<file path="src/rtl/phase_timer.sv">
// Down-counting wash-phase timer: reloads from the count ROM on every phase change, pulses timeout at zero.
// Optional pause support is compiled in with `define PHASE_TIMER_PAUSE_EN.
module phase_timer #(
    parameter int unsigned CNT_W = 32
) (
    input  logic             clk,
    input  logic             rst_n,
    input  logic [2:0]       StateFromController,
    input  logic [CNT_W-1:0] CountsNum,
    input  logic             timer_pause,
    output logic             timeout,
    output logic             busy,
    output logic [CNT_W-1:0] remaining,
    output logic [2:0]       phase_q
);

    typedef enum logic [1:0] {
        IDLE   = 2'd0,
        COUNT  = 2'd1,
        PAUSED = 2'd2,
        DONE   = 2'd3
    } state_t;

    state_t state;
    logic   load;
    logic   hold;

    assign load = (StateFromController != phase_q);

`ifdef PHASE_TIMER_PAUSE_EN
    assign hold = timer_pause;
`else
    // Pause input is kept on the port for drop-in compatibility but has no effect.
    logic unused_pause;
    assign unused_pause = timer_pause;
    assign hold = 1'b0;
`endif

    always_ff @(posedge clk or negedge rst_n) begin
        if (!rst_n) begin
            state     <= IDLE;
            timeout   <= 1'b0;
            busy      <= 1'b0;
            remaining <= '0;
            phase_q   <= 3'b000;
        end else if (load) begin
            // A phase change aborts whatever was running, including a final decrement.
            phase_q   <= StateFromController;
            remaining <= CountsNum;
            timeout   <= 1'b0;
            if (CountsNum != '0) begin
                state <= COUNT;
                busy  <= 1'b1;
            end else begin
                state <= IDLE;
                busy  <= 1'b0;
            end
        end else begin
            timeout <= 1'b0;
            case (state)
                IDLE: begin
                    busy <= 1'b0;
                end
                COUNT: begin
                    if (hold) begin
                        state <= PAUSED;
                    end else if (remaining == CNT_W'(1)) begin
                        remaining <= '0;
                        timeout   <= 1'b1;
                        busy      <= 1'b0;
                        state     <= DONE;
                    end else if (remaining != '0) begin
                        remaining <= remaining - CNT_W'(1);
                    end else begin
                        busy  <= 1'b0;
                        state <= DONE;
                    end
                end
                PAUSED: begin
                    if (!hold) begin
                        state <= COUNT;
                    end
                end
                DONE: begin
                    busy      <= 1'b0;
                    remaining <= '0;
                end
                default: begin
                    state <= IDLE;
                    busy  <= 1'b0;
                end
            endcase
        end
    end

endmodule
</file>
<file path="config.mk">
export PLATFORM = sky130hd
export DESIGN_NAME = phase_timer
export DESIGN_NICKNAME = d
export VERILOG_FILES = /design/src/rtl/phase_timer.sv
export SDC_FILE = /design/constraint.sdc
export NUM_CORES = 1
export LEC_CHECK = 0
export ABC_AREA = 1
export CORE_MARGIN = 2
export CORE_UTILIZATION = 64
export CTS_CLUSTER_SIZE = 24
export DETAILED_ROUTE_END_ITERATION = 10
export DONT_BUFFER_PORTS = 1
export PLACE_DENSITY = 0.78
export SETUP_SLACK_MARGIN = 0.3
export SKIP_CTS_REPAIR_TIMING = 1
export SYNTH_ARGS = -nofsm -noshare
export SYNTH_HDL_FRONTEND = slang
export SYNTH_SLANG_ARGS = --single-unit
</file>
<file path="constraint.sdc">
create_clock -name clk -period 2.15 [get_ports clk]
set_input_delay 0.43 -clock clk [delete_from_list [all_inputs] [get_ports clk]]
set_output_delay 0.43 -clock clk [all_outputs]
set_load 0.01 [all_outputs]
</file>
==> results.tsv, run 1 <==
stage	metric	value	unit
synthesis	ys_top_cells_by_area	dfrtp_1 (31%), nand2_1 (28%), nor2_1 (7.9%)	
synthesis	yosysWarningCount	0	
clock_tree	path_clk_slew	80	ps
synthesis	avgSynthCellArea	6.04	um^2
route	firstDrtPassIters	5	
sta	worst_slack	296	ps
sta	maxSlewHeadroom	76.0	%
worst_setup_path	ff2ff_setup_slack	300	ps
floorplanning	io_pins	75	
route	vias	3494	
power	power	2.20	mW
power	power.density	567	nW/um^2
worst_setup_path	crit_chain	buf_4 > inv_2 > ha_2 > nand2_2 > nor2_4 > buf_4 > xor2_1 > nand2_1 > o21ai_0 > nand2_1 > nand2_1	
outcome	outcome	finished, final reports clean	
route	drtIter0Drc	376	
cells_and_area	finish.instance_area	3870	um^2
synthesis	yosysSeqAreaShare	31.3	%
worst_setup_path	endpoint_kind	flip-flop	
worst_setup_path	critPathRequiredTime	2400	ps
floorplanning	dieArea	5450	um^2
clock_tree	clock_sinks	39	
route	drc_errors	0	
global_route	grt.overflow.total	0	
cells_and_area	syn_to_final_growth	24.2	%
synthesis	synth_fp_nets	560	
placement	place_area	3460	um^2
floorplanning	rows	25	
sta	setup_viol	0	
run	drv_cap	0	
synthesis	syn_area	3120	um^2
sta	clock_skew	8.21	ps
route	detail-route-antenna-nets	0	
floorplanning	fp.coreArea	4720	um^2
sta	finalHoldViolations	0	
cells_and_area	nNetsFinal	609	
placement	gp_congestion	0.959	
worst_setup_path	worstSetupPathType	reg -> reg	
worst_hold_path	min_path_type	in -> reg	
worst_setup_path	cp_max_fo	8	
worst_setup_path	worst_path_most_repeated_cell	nand2_1	
sta	worstMarginPinSlew	357	ps
cells_and_area	final_common_cell	nand2_1	
sta	fin_crit	1850	ps
worst_setup_path	critical-path-slowest-cell	dfrtp_1	
route	wl	9.73	mm
floorplanning	die_h	73.8	um
sta	holdWs	151	ps
global_route	globalRouteTotalUtil	35.5	%
synthesis	synth_top_area_share	31.3	%
cells_and_area	diodes	0	
cells_and_area	final_cell_mix	nand2_1 (220), inv_1 (50), buf_4 (49), nor2_1 (47), dfrtp_1 (39)	
global_route	grt_pass1_wl	14.5	mm
global_route	grt_max_degree	40	
global_route	grt_pass1_vias	3149	
cells_and_area	drive_above_1_share	20.5	%
power	p_leak	1.98	nW
worst_setup_path	slowest_delay	390	ps
worst_setup_path	cp-start-kind	flip-flop	
sta	fmax	0.539	GHz
synthesis	synthCells	516	
clock_tree	cts_max_level	2	
power	irDropWorstVdd	351	uV
clock_tree	clk_latency	300	ps
sta	tns	0	ps
synthesis	synth_cell_types	28	
floorplanning	die_x	73.8	um
clock_tree	cts_root_buf	clkbuf_8	
synthesis	yosysTopAreaCell	dfrtp_1	
floorplanning	initial_utilization	66.0	%
global_route	antenna_found_initial	0	
route	viasPerCell	5.52	
route	routedWlPerCell	15.4	um
placement	io_buffers	0	
clock_tree	cts_buffer_depth	2	
sta	rsz0062_at_grt	yes	
clock_tree	numCtsBuffers	5	
sta	report.final.slew_viol_count	0	
placement	hpwl	7.10	mm
placement	post-place-ws	117	ps
worst_setup_path	cp.arrival	2100	ps
clock_tree	tritoncts	done	
sta	post-route-period-util	86.2	%
synthesis	synth.ff_latch_count	39	
[layer usage]
layer,vias to the layer above,track usage (%),wire length [um]
met3,33,9.33,940
met5,-,0,0
met2,181,56.6,4590
li1,1685,-,-
met1,1595,47.5,3940
met4,0,9.90,250
[sequential cells by signal, indices dropped and copies added, names as in the netlist]
register and count:
busy 1, remaining 32, phase_q 3, state 2, timeout 1
[logic make-up after synthesis]
| logic type | Yosys count | share of synthesized area, % |
|---|---|---|
| xor gates and xnor gates | 12 | 3.37 |
| AOI/OAI and AO/OA | 27 | 5.22 |
| adders and majority gates | 6 | 2.41 |
| buffers and inverters | 70 | 9.39 |
| DFF | 39 | 31.3 |
| and+or+nand+nor | 362 | 48.3 |
[path summary, 6_finish.rpt]
kind                                         from       endpoint  depth (start not counted)
max                                  remaining[0]   remaining[8]                         11
min                        StateFromController[1]     phase_q[1]                          0
max reg2reg                          remaining[0]   remaining[8]                         11
min reg2reg                                  busy           busy                          2
max in group asynchronous                   rst_n  remaining[27]                          2
min in group asynchronous                   rst_n   remaining[8]                          2
[Yosys cell counts, drive strengths merged]
library cell	count
a21boi	4
a21oi	1
buf	8
clkbuf	6
dfrtp	39
ha	6
inv	56
nand2	232
nand3	33
nand3b	2
nand4	10
nor2	77
nor3	5
nor4	3
o21ai	15
o21bai	7
xnor2	4
xor2	8
[metrics by stage]
step,cells,utilization (%)
5_1_grt,633,82.0
3_5_place_dp,613,73.4
4_1_cts,621,75.8
6_report,633,82.0
3_3_place_gp,613,73.4
2_1_floorplan,516,-
[report_power, final]
group	internal [mW]	switching, mW	total [mW]
clock	0.376	0.280	0.656
combinational	0.258	0.419	0.678
sequential	0.802	0.0610	0.863
[critical path, delay by kind of cell (launching register included)]
kind | cells | cell delay (ps)
simple gates | 5 | 560
buf+inv | 3 | 400
flops | 1 | 390
fa+ha+maj | 1 | 190
xor+xnor | 1 | 150
compound gates | 1 | 100
[layout make-up]
class	instances	area, um^2
well taps	67	83.8
repair buffers	56	483
clock buffers	6	82.6
flip-flops and latches	39	976
inverters	56	226
fillers	345	851
multi-input cells	407	1990
clock inverters	2	35.0
No activity file was read; power rests on OpenSTA's default activity.
==> inputs of run 2 (changes only) <==
- CORE_MARGIN: 2 -> not set
==> results.tsv, run 2 (synthesis results as in run 1) <==
stage	metric	value	unit	change
worst_hold_path	min_path_type	in -> reg		
global_route	globalRouteTotalUtil	36.2	%	+0.71 points
worst_setup_path	worstSetupPathType	reg -> reg		
power	power	1.98	mW	-9.9%
route	detail-route-antenna-nets	0		unchanged
placement	io_buffers	0		unchanged
sta	finalHoldViolations	0		unchanged
clock_tree	tritoncts	done		
sta	post-route-period-util	82.9	%	-3.3 points
placement	hpwl	6.75	mm	-4.8%
worst_setup_path	critPathRequiredTime	2390	ps	about the same
cells_and_area	drive_above_1_share	17.2	%	-3.3 points
route	wl	9.22	mm	-5.2%
cells_and_area	syn_to_final_growth	17.9	%	
route	drtIter0Drc	360		-4.3%
clock_tree	cts_buffer_depth	2		unchanged
sta	worstMarginPinSlew	296	ps	-60.6 ps
clock_tree	numCtsBuffers	5		unchanged
clock_tree	path_clk_slew	80	ps	about the same
floorplanning	die_x	71.8	um	-2.7%
cells_and_area	regMostFlops	remaining		
cells_and_area	post-route-util	78.3	%	-3.7 points
route	drc_errors	0		unchanged
sta	fin_crit	1780	ps	-70.6 ps
route	firstDrtPassIters	5		unchanged
sta	rsz0062_at_grt	yes		
floorplanning	rows	25		unchanged
outcome	outcome	finished, final reports clean		
floorplanning	die_h	71.8	um	-2.7%
sta	fmax	0.561	GHz	+4.0%
cells_and_area	diodes	0		unchanged
global_route	grt_max_degree	40		unchanged
sta	setup_viol	0		unchanged
clock_tree	cts_root_buf	clkbuf_8		
route	vias	3425		-2.0%
cells_and_area	nNetsFinal	590		-3.1%
global_route	antenna_found_initial	0		unchanged
global_route	grt_pass1_vias	3098		-1.6%
clock_tree	clk_latency	300	ps	about the same
sta	clock_skew	5.12	ps	-3.09 ps
sta	tns	0	ps	unchanged
clock_tree	cts_max_level	2		unchanged
global_route	grt.overflow.total	0		unchanged
worst_setup_path	cp-start-kind	flip-flop		
sta	report.final.slew_viol_count	0		unchanged
cells_and_area	final_cell_mix	nand2_1 (225), inv_1 (51), nor2_1 (49), dfrtp_1 (33), buf_4 (31)		
run	drv_cap	0		unchanged
worst_setup_path	cp.arrival	2020	ps	-80 ps
power	p_leak	1.86	nW	-6.1%
floorplanning	dieArea	5160	um^2	-5.3%
sta	maxSlewHeadroom	80.2	%	+4.2 points
worst_setup_path	endpoint_kind	flip-flop		
cells_and_area	largestRegisters	remaining x32, phase_q x3, state x2		
power	power.density	538	nW/um^2	-5.1%
worst_setup_path	cp_max_fo	8		unchanged
placement	gp_congestion	0.918		-4.3%
cells_and_area	final_common_cell	nand2_1		
global_route	grt_pass1_wl	14.4	mm	-1.0%
floorplanning	fp.coreArea	4690	um^2	-0.66%
cells_and_area	largest_reg_flops	32		unchanged
clock_tree	clock_sinks	39		unchanged
floorplanning	io_pins	75		unchanged
power	irDropWorstVdd	362	uV	+3.0%
route	routedWlPerCell	15.3	um	-0.13%
route	viasPerCell	5.70		+3.2%
floorplanning	initial_utilization	66.5	%	+0.44 points
==> run 2: cell count changes in the layout (fill, tap and decap cells not counted), moves of 5 or more <==
| cell | before | now |
|---|---|---|
| buf_4 | 49 | 31 |
| dfrtp_1 | 39 | 33 |
| dfrtp_2 | 0 | 6 |
| nand2_1 | 220 | 225 |
| nand2_2 | 11 | 6 |
==> run 2: worst paths after layout <==
| check | from | end | slack [ps] | cells after the start |
|---|---|---|---|---|
| max in group asynchronous | rst_n | remaining[5] | 1310 | 2 |
| min in group asynchronous | rst_n | remaining[6] | 620 | 2 |
| min | StateFromController[2] | phase_q[2] | 160 | 0 |
| min reg2reg | busy | busy | 560 | 2 |
| max reg2reg | remaining[0] | remaining[30] | 370 | 11 |
| max | remaining[0] | remaining[30] | 370 | 11 |
==> run 2: metal layers <==
layer / GRT usage, % / vias up / share of wire [%]
met1: 49.3 / 1560 / 40
li1: - / 1661 / -
met5: 0 / - / 0
met2: 57.5 / 179 / 47
met3: 8.58 / 25 / 10
met4: 10.5 / 0 / 2.5
==> run 2: where the power goes <==
part           switching [mW]  internal [mW]
Combinational           0.370          0.222
Sequential             0.0892          0.805
Clock                   0.264          0.228
==> run 2: area by class of cell <==
class	count	area, um^2
multi-input cells	407	1980
fillers	389	1020
flip-flops and latches	39	983
repair buffers	37	337
inverters	56	223
clock buffers	7	76.3
well taps	54	67.6
clock inverters	1	5.00
==> run 2: critical path, cell delays in order (launching register included) <==
cell and delay, ps:
dfrtp_2 460, inv_2 90, ha_2 200, nand2_2 80
nor2_4 230, buf_4 170, nand4_1 120, nand2_1 120
nand3_1 90, nand2_1 70, nand2_1 50, nand2_1 50
==> run 2: through the flow <==
stage	cell area, um^2	hold WS [ps]	std cells	setup slack, ps
4_1_cts	3430	-185	595	192
3_3_place_gp	3350	135	587	244
2_1_floorplan	3120	134	516	451
5_1_grt	3670	146	601	281
6_report	3670	156	601	367
3_5_place_dp	3350	135	587	218
==> inputs of run 3 (changes only) <==
- CORE_UTILIZATION: 64 -> 58
- PLACE_DENSITY: 0.78 -> 0.74
- clock period: 2.15 -> 1.5 ns (I/O delays scaled with it)
==> results.tsv, run 3 (synthesis results as in run 1) <==
stage	metric	value	unit	change
outcome	outcome	finished with violations		
outcome	violations	hold timing, setup timing		
cells_and_area	regMostFlops	remaining		
clock_tree	tritoncts	done		
clock_tree	cts_buffer_depth	2		unchanged
worst_setup_path	cp-start-kind	flip-flop		
floorplanning	rows	26		+4.0%
sta	worst_slack	-309	ps	-676 ps
clock_tree	clock_sinks	39		unchanged
sta	fin_crit	1810	ps	+25.6 ps
worst_setup_path	slowest_delay	410	ps	-50 ps
run	drv_cap	0		unchanged
global_route	grt.met3_usage	7.41	%	-1.2 points
worst_setup_path	reg2reg_depth	11		unchanged
sta	tns	-9730	ps	-9730 ps
floorplanning	initial_utilization	60.7	%	-5.8 points
placement	place_area	3940	um^2	+18%
global_route	antenna_found_initial	0		unchanged
placement	post-place-cells	669		+14%
global_route	grt.overflow.total	0		unchanged
worst_setup_path	endpoint_kind	flip-flop		
power	power.density	741	nW/um^2	+38%
sta	setup_viol	36		+36
placement	gp_congestion	0.921		+0.38%
cells_and_area	syn_to_final_growth	41.9	%	
worst_hold_path	min_path_type	in -> async		
route	drtIter0Drc	465		+29%
placement	io_buffers	0		unchanged
route	drc_errors	0		unchanged
cells_and_area	multi_input_area	2060	um^2	+4.0%
clock_tree	cts_root_buf	clkbuf_8		
worst_setup_path	critical-path-slowest-cell	dfrtp_1		
clock_tree	cts_max_level	2		unchanged
cells_and_area	largestRegisters	remaining x32, phase_q x3, state x2		
floorplanning	die_x	75.3	um	+4.9%
worst_setup_path	cp_num_buf_inv	2		unchanged
global_route	grt_use_met2	59.6	%	+2.1 points
sta	rsz0062_at_grt	yes		
worst_setup_path	cp_max_fo	6		-2
cells_and_area	n_fill_cell	328		-16%
sta	clock_skew	5.06	ps	-0.0518 ps
floorplanning	fp.coreArea	5140	um^2	+9.5%
global_route	grt_pass1_wl	15.0	mm	+4.6%
worst_setup_path	critPathRequiredTime	1690	ps	-700 ps
cells_and_area	nNetsFinal	657		+11%
cells_and_area	final_common_cell	nand2_1		
clock_tree	numCtsBuffers	5		unchanged
cells_and_area	post-route-util	86.1	%	+7.8 points
sta	maxSlewHeadroom	78.7	%	-1.6 points
power	irDropWorstVdd	695	uV	+92%
clock_tree	path_clk_slew	80	ps	about the same
clock_tree	clk_latency	300	ps	about the same
global_route	grt_max_degree	40		unchanged
global_route	grt.met1_usage	48.0	%	-1.3 points
worst_setup_path	crit_family	simple AND/OR/NAND/NOR gates		
global_route	globalRouteTotalUtil	36.2	%	-0.044 points
floorplanning	io_pins	75		unchanged
cells_and_area	drive_above_1_share	29.6	%	+12 points
cells_and_area	final_cell_mix	nand2_1 (217), buf_4 (70), inv_1 (50), nor2_1 (45)		
route	viasPerCell	5.58		-2.1%
route	wl	11.1	mm	+21%
power	p_leak	2.25	nW	+21%
floorplanning	dieArea	5670	um^2	+10%
placement	post-place-ws	-238	ps	-456 ps
route	routedWlPerCell	16.3	um	+5.9%
cells_and_area	finish.instance_area	4430	um^2	+20%
route	vias	3815		+11%
cells_and_area	seqCellArea	987	um^2	+0.38%
route	detail-route-antenna-nets	0		unchanged
route	firstDrtPassIters	6		+1
sta	fmax	0.553	GHz	-1.4%
global_route	busiest_layer	met2		
sta	holdWs	-323	ps	-479 ps
worst_setup_path	worstSetupPathType	reg -> reg		
sta	worstMarginPinSlew	317	ps	+21.2 ps
worst_setup_path	cp.depth	11		unchanged
cells_and_area	diodes	0		unchanged
sta	post-route-period-util	121	%	+38 points
sta	report.final.slew_viol_count	0		unchanged
global_route	grt_pass1_vias	3324		+7.3%
power	power	3.28	mW	+66%
sta	finalHoldViolations	39		+39
placement	hpwl	7.53	mm	+12%
floorplanning	die_h	75.3	um	+4.9%
worst_setup_path	crit_chain	nor2_2 > nand2_2 > nor2_4 > nand2_2 > nor2_4 > inv_2 > nand3_4 > nand2_8 > buf_6 > nand2_1 > nand2_1		
cells_and_area	final_cells	684		+14%
cells_and_area	largest_reg_flops	32		unchanged
worst_setup_path	cp.arrival	2000	ps	-20 ps
==> run 3: cell count changes in the layout (fill, tap and decap cells not counted), moves of 2 or more <==
cell	delta
clkbuf_16	+2
nand2_1	-8
buf_6	+28
nor2_1	-4
dfrtp_1	-3
clkbuf_8	+2
dfrtp_2	+3
nand2_2	+7
nor2_4	+4
buf_4	+39
==> run 3: report_power, final <==
group          internal, mW  switching [mW]  leakage, nW
clock                 0.421           0.410       0.0515
sequential             1.16           0.110        0.449
combinational         0.546           0.639         1.75
total                  2.12            1.16         2.25
==> run 3: path summary, 6_finish.rpt <==
| check | startpoint | to | slack, ps |
|---|---|---|---|
| worst max register to register | remaining[25] | remaining[8] | -310 |
| min in group clk | StateFromController[0] | phase_q[0] | 20 |
| worst max-delay path | remaining[25] | remaining[8] | -310 |
| max in group asynchronous | rst_n | remaining[23] | 1730 |
| worst min register to register | busy | busy | 570 |
| worst min-delay path | rst_n | remaining[8] | -320 |
==> run 3: worst reg2reg max path, stage by stage, from the launching register on <==
cell	delay, ps
dfrtp_1	410
nor2_2	180
nand2_2	110
nor2_4	140
nand2_2	100
nor2_4	170
inv_2	80
nand3_4	90
nand2_8	120
buf_6	160
nand2_1	80
nand2_1	70
==> run 3: per-layer routing <==
layer  part of all wire (%)  vias to the layer above
li1                       -                     1786
met5                      0                        -
met3                    9.7                       36
met1                     39                     1753
met2                     48                      240
met4                    2.8                        0
==> run 3: final cells by class <==
type | instances | share of cell area [%]
multi-input combinational | 407 | 46.6
sequential | 39 | 22.3
timing repair buffer | 104 | 21.7
inverter | 56 | 5.12
clock buffer | 8 | 2.26
tap | 70 | 1.98
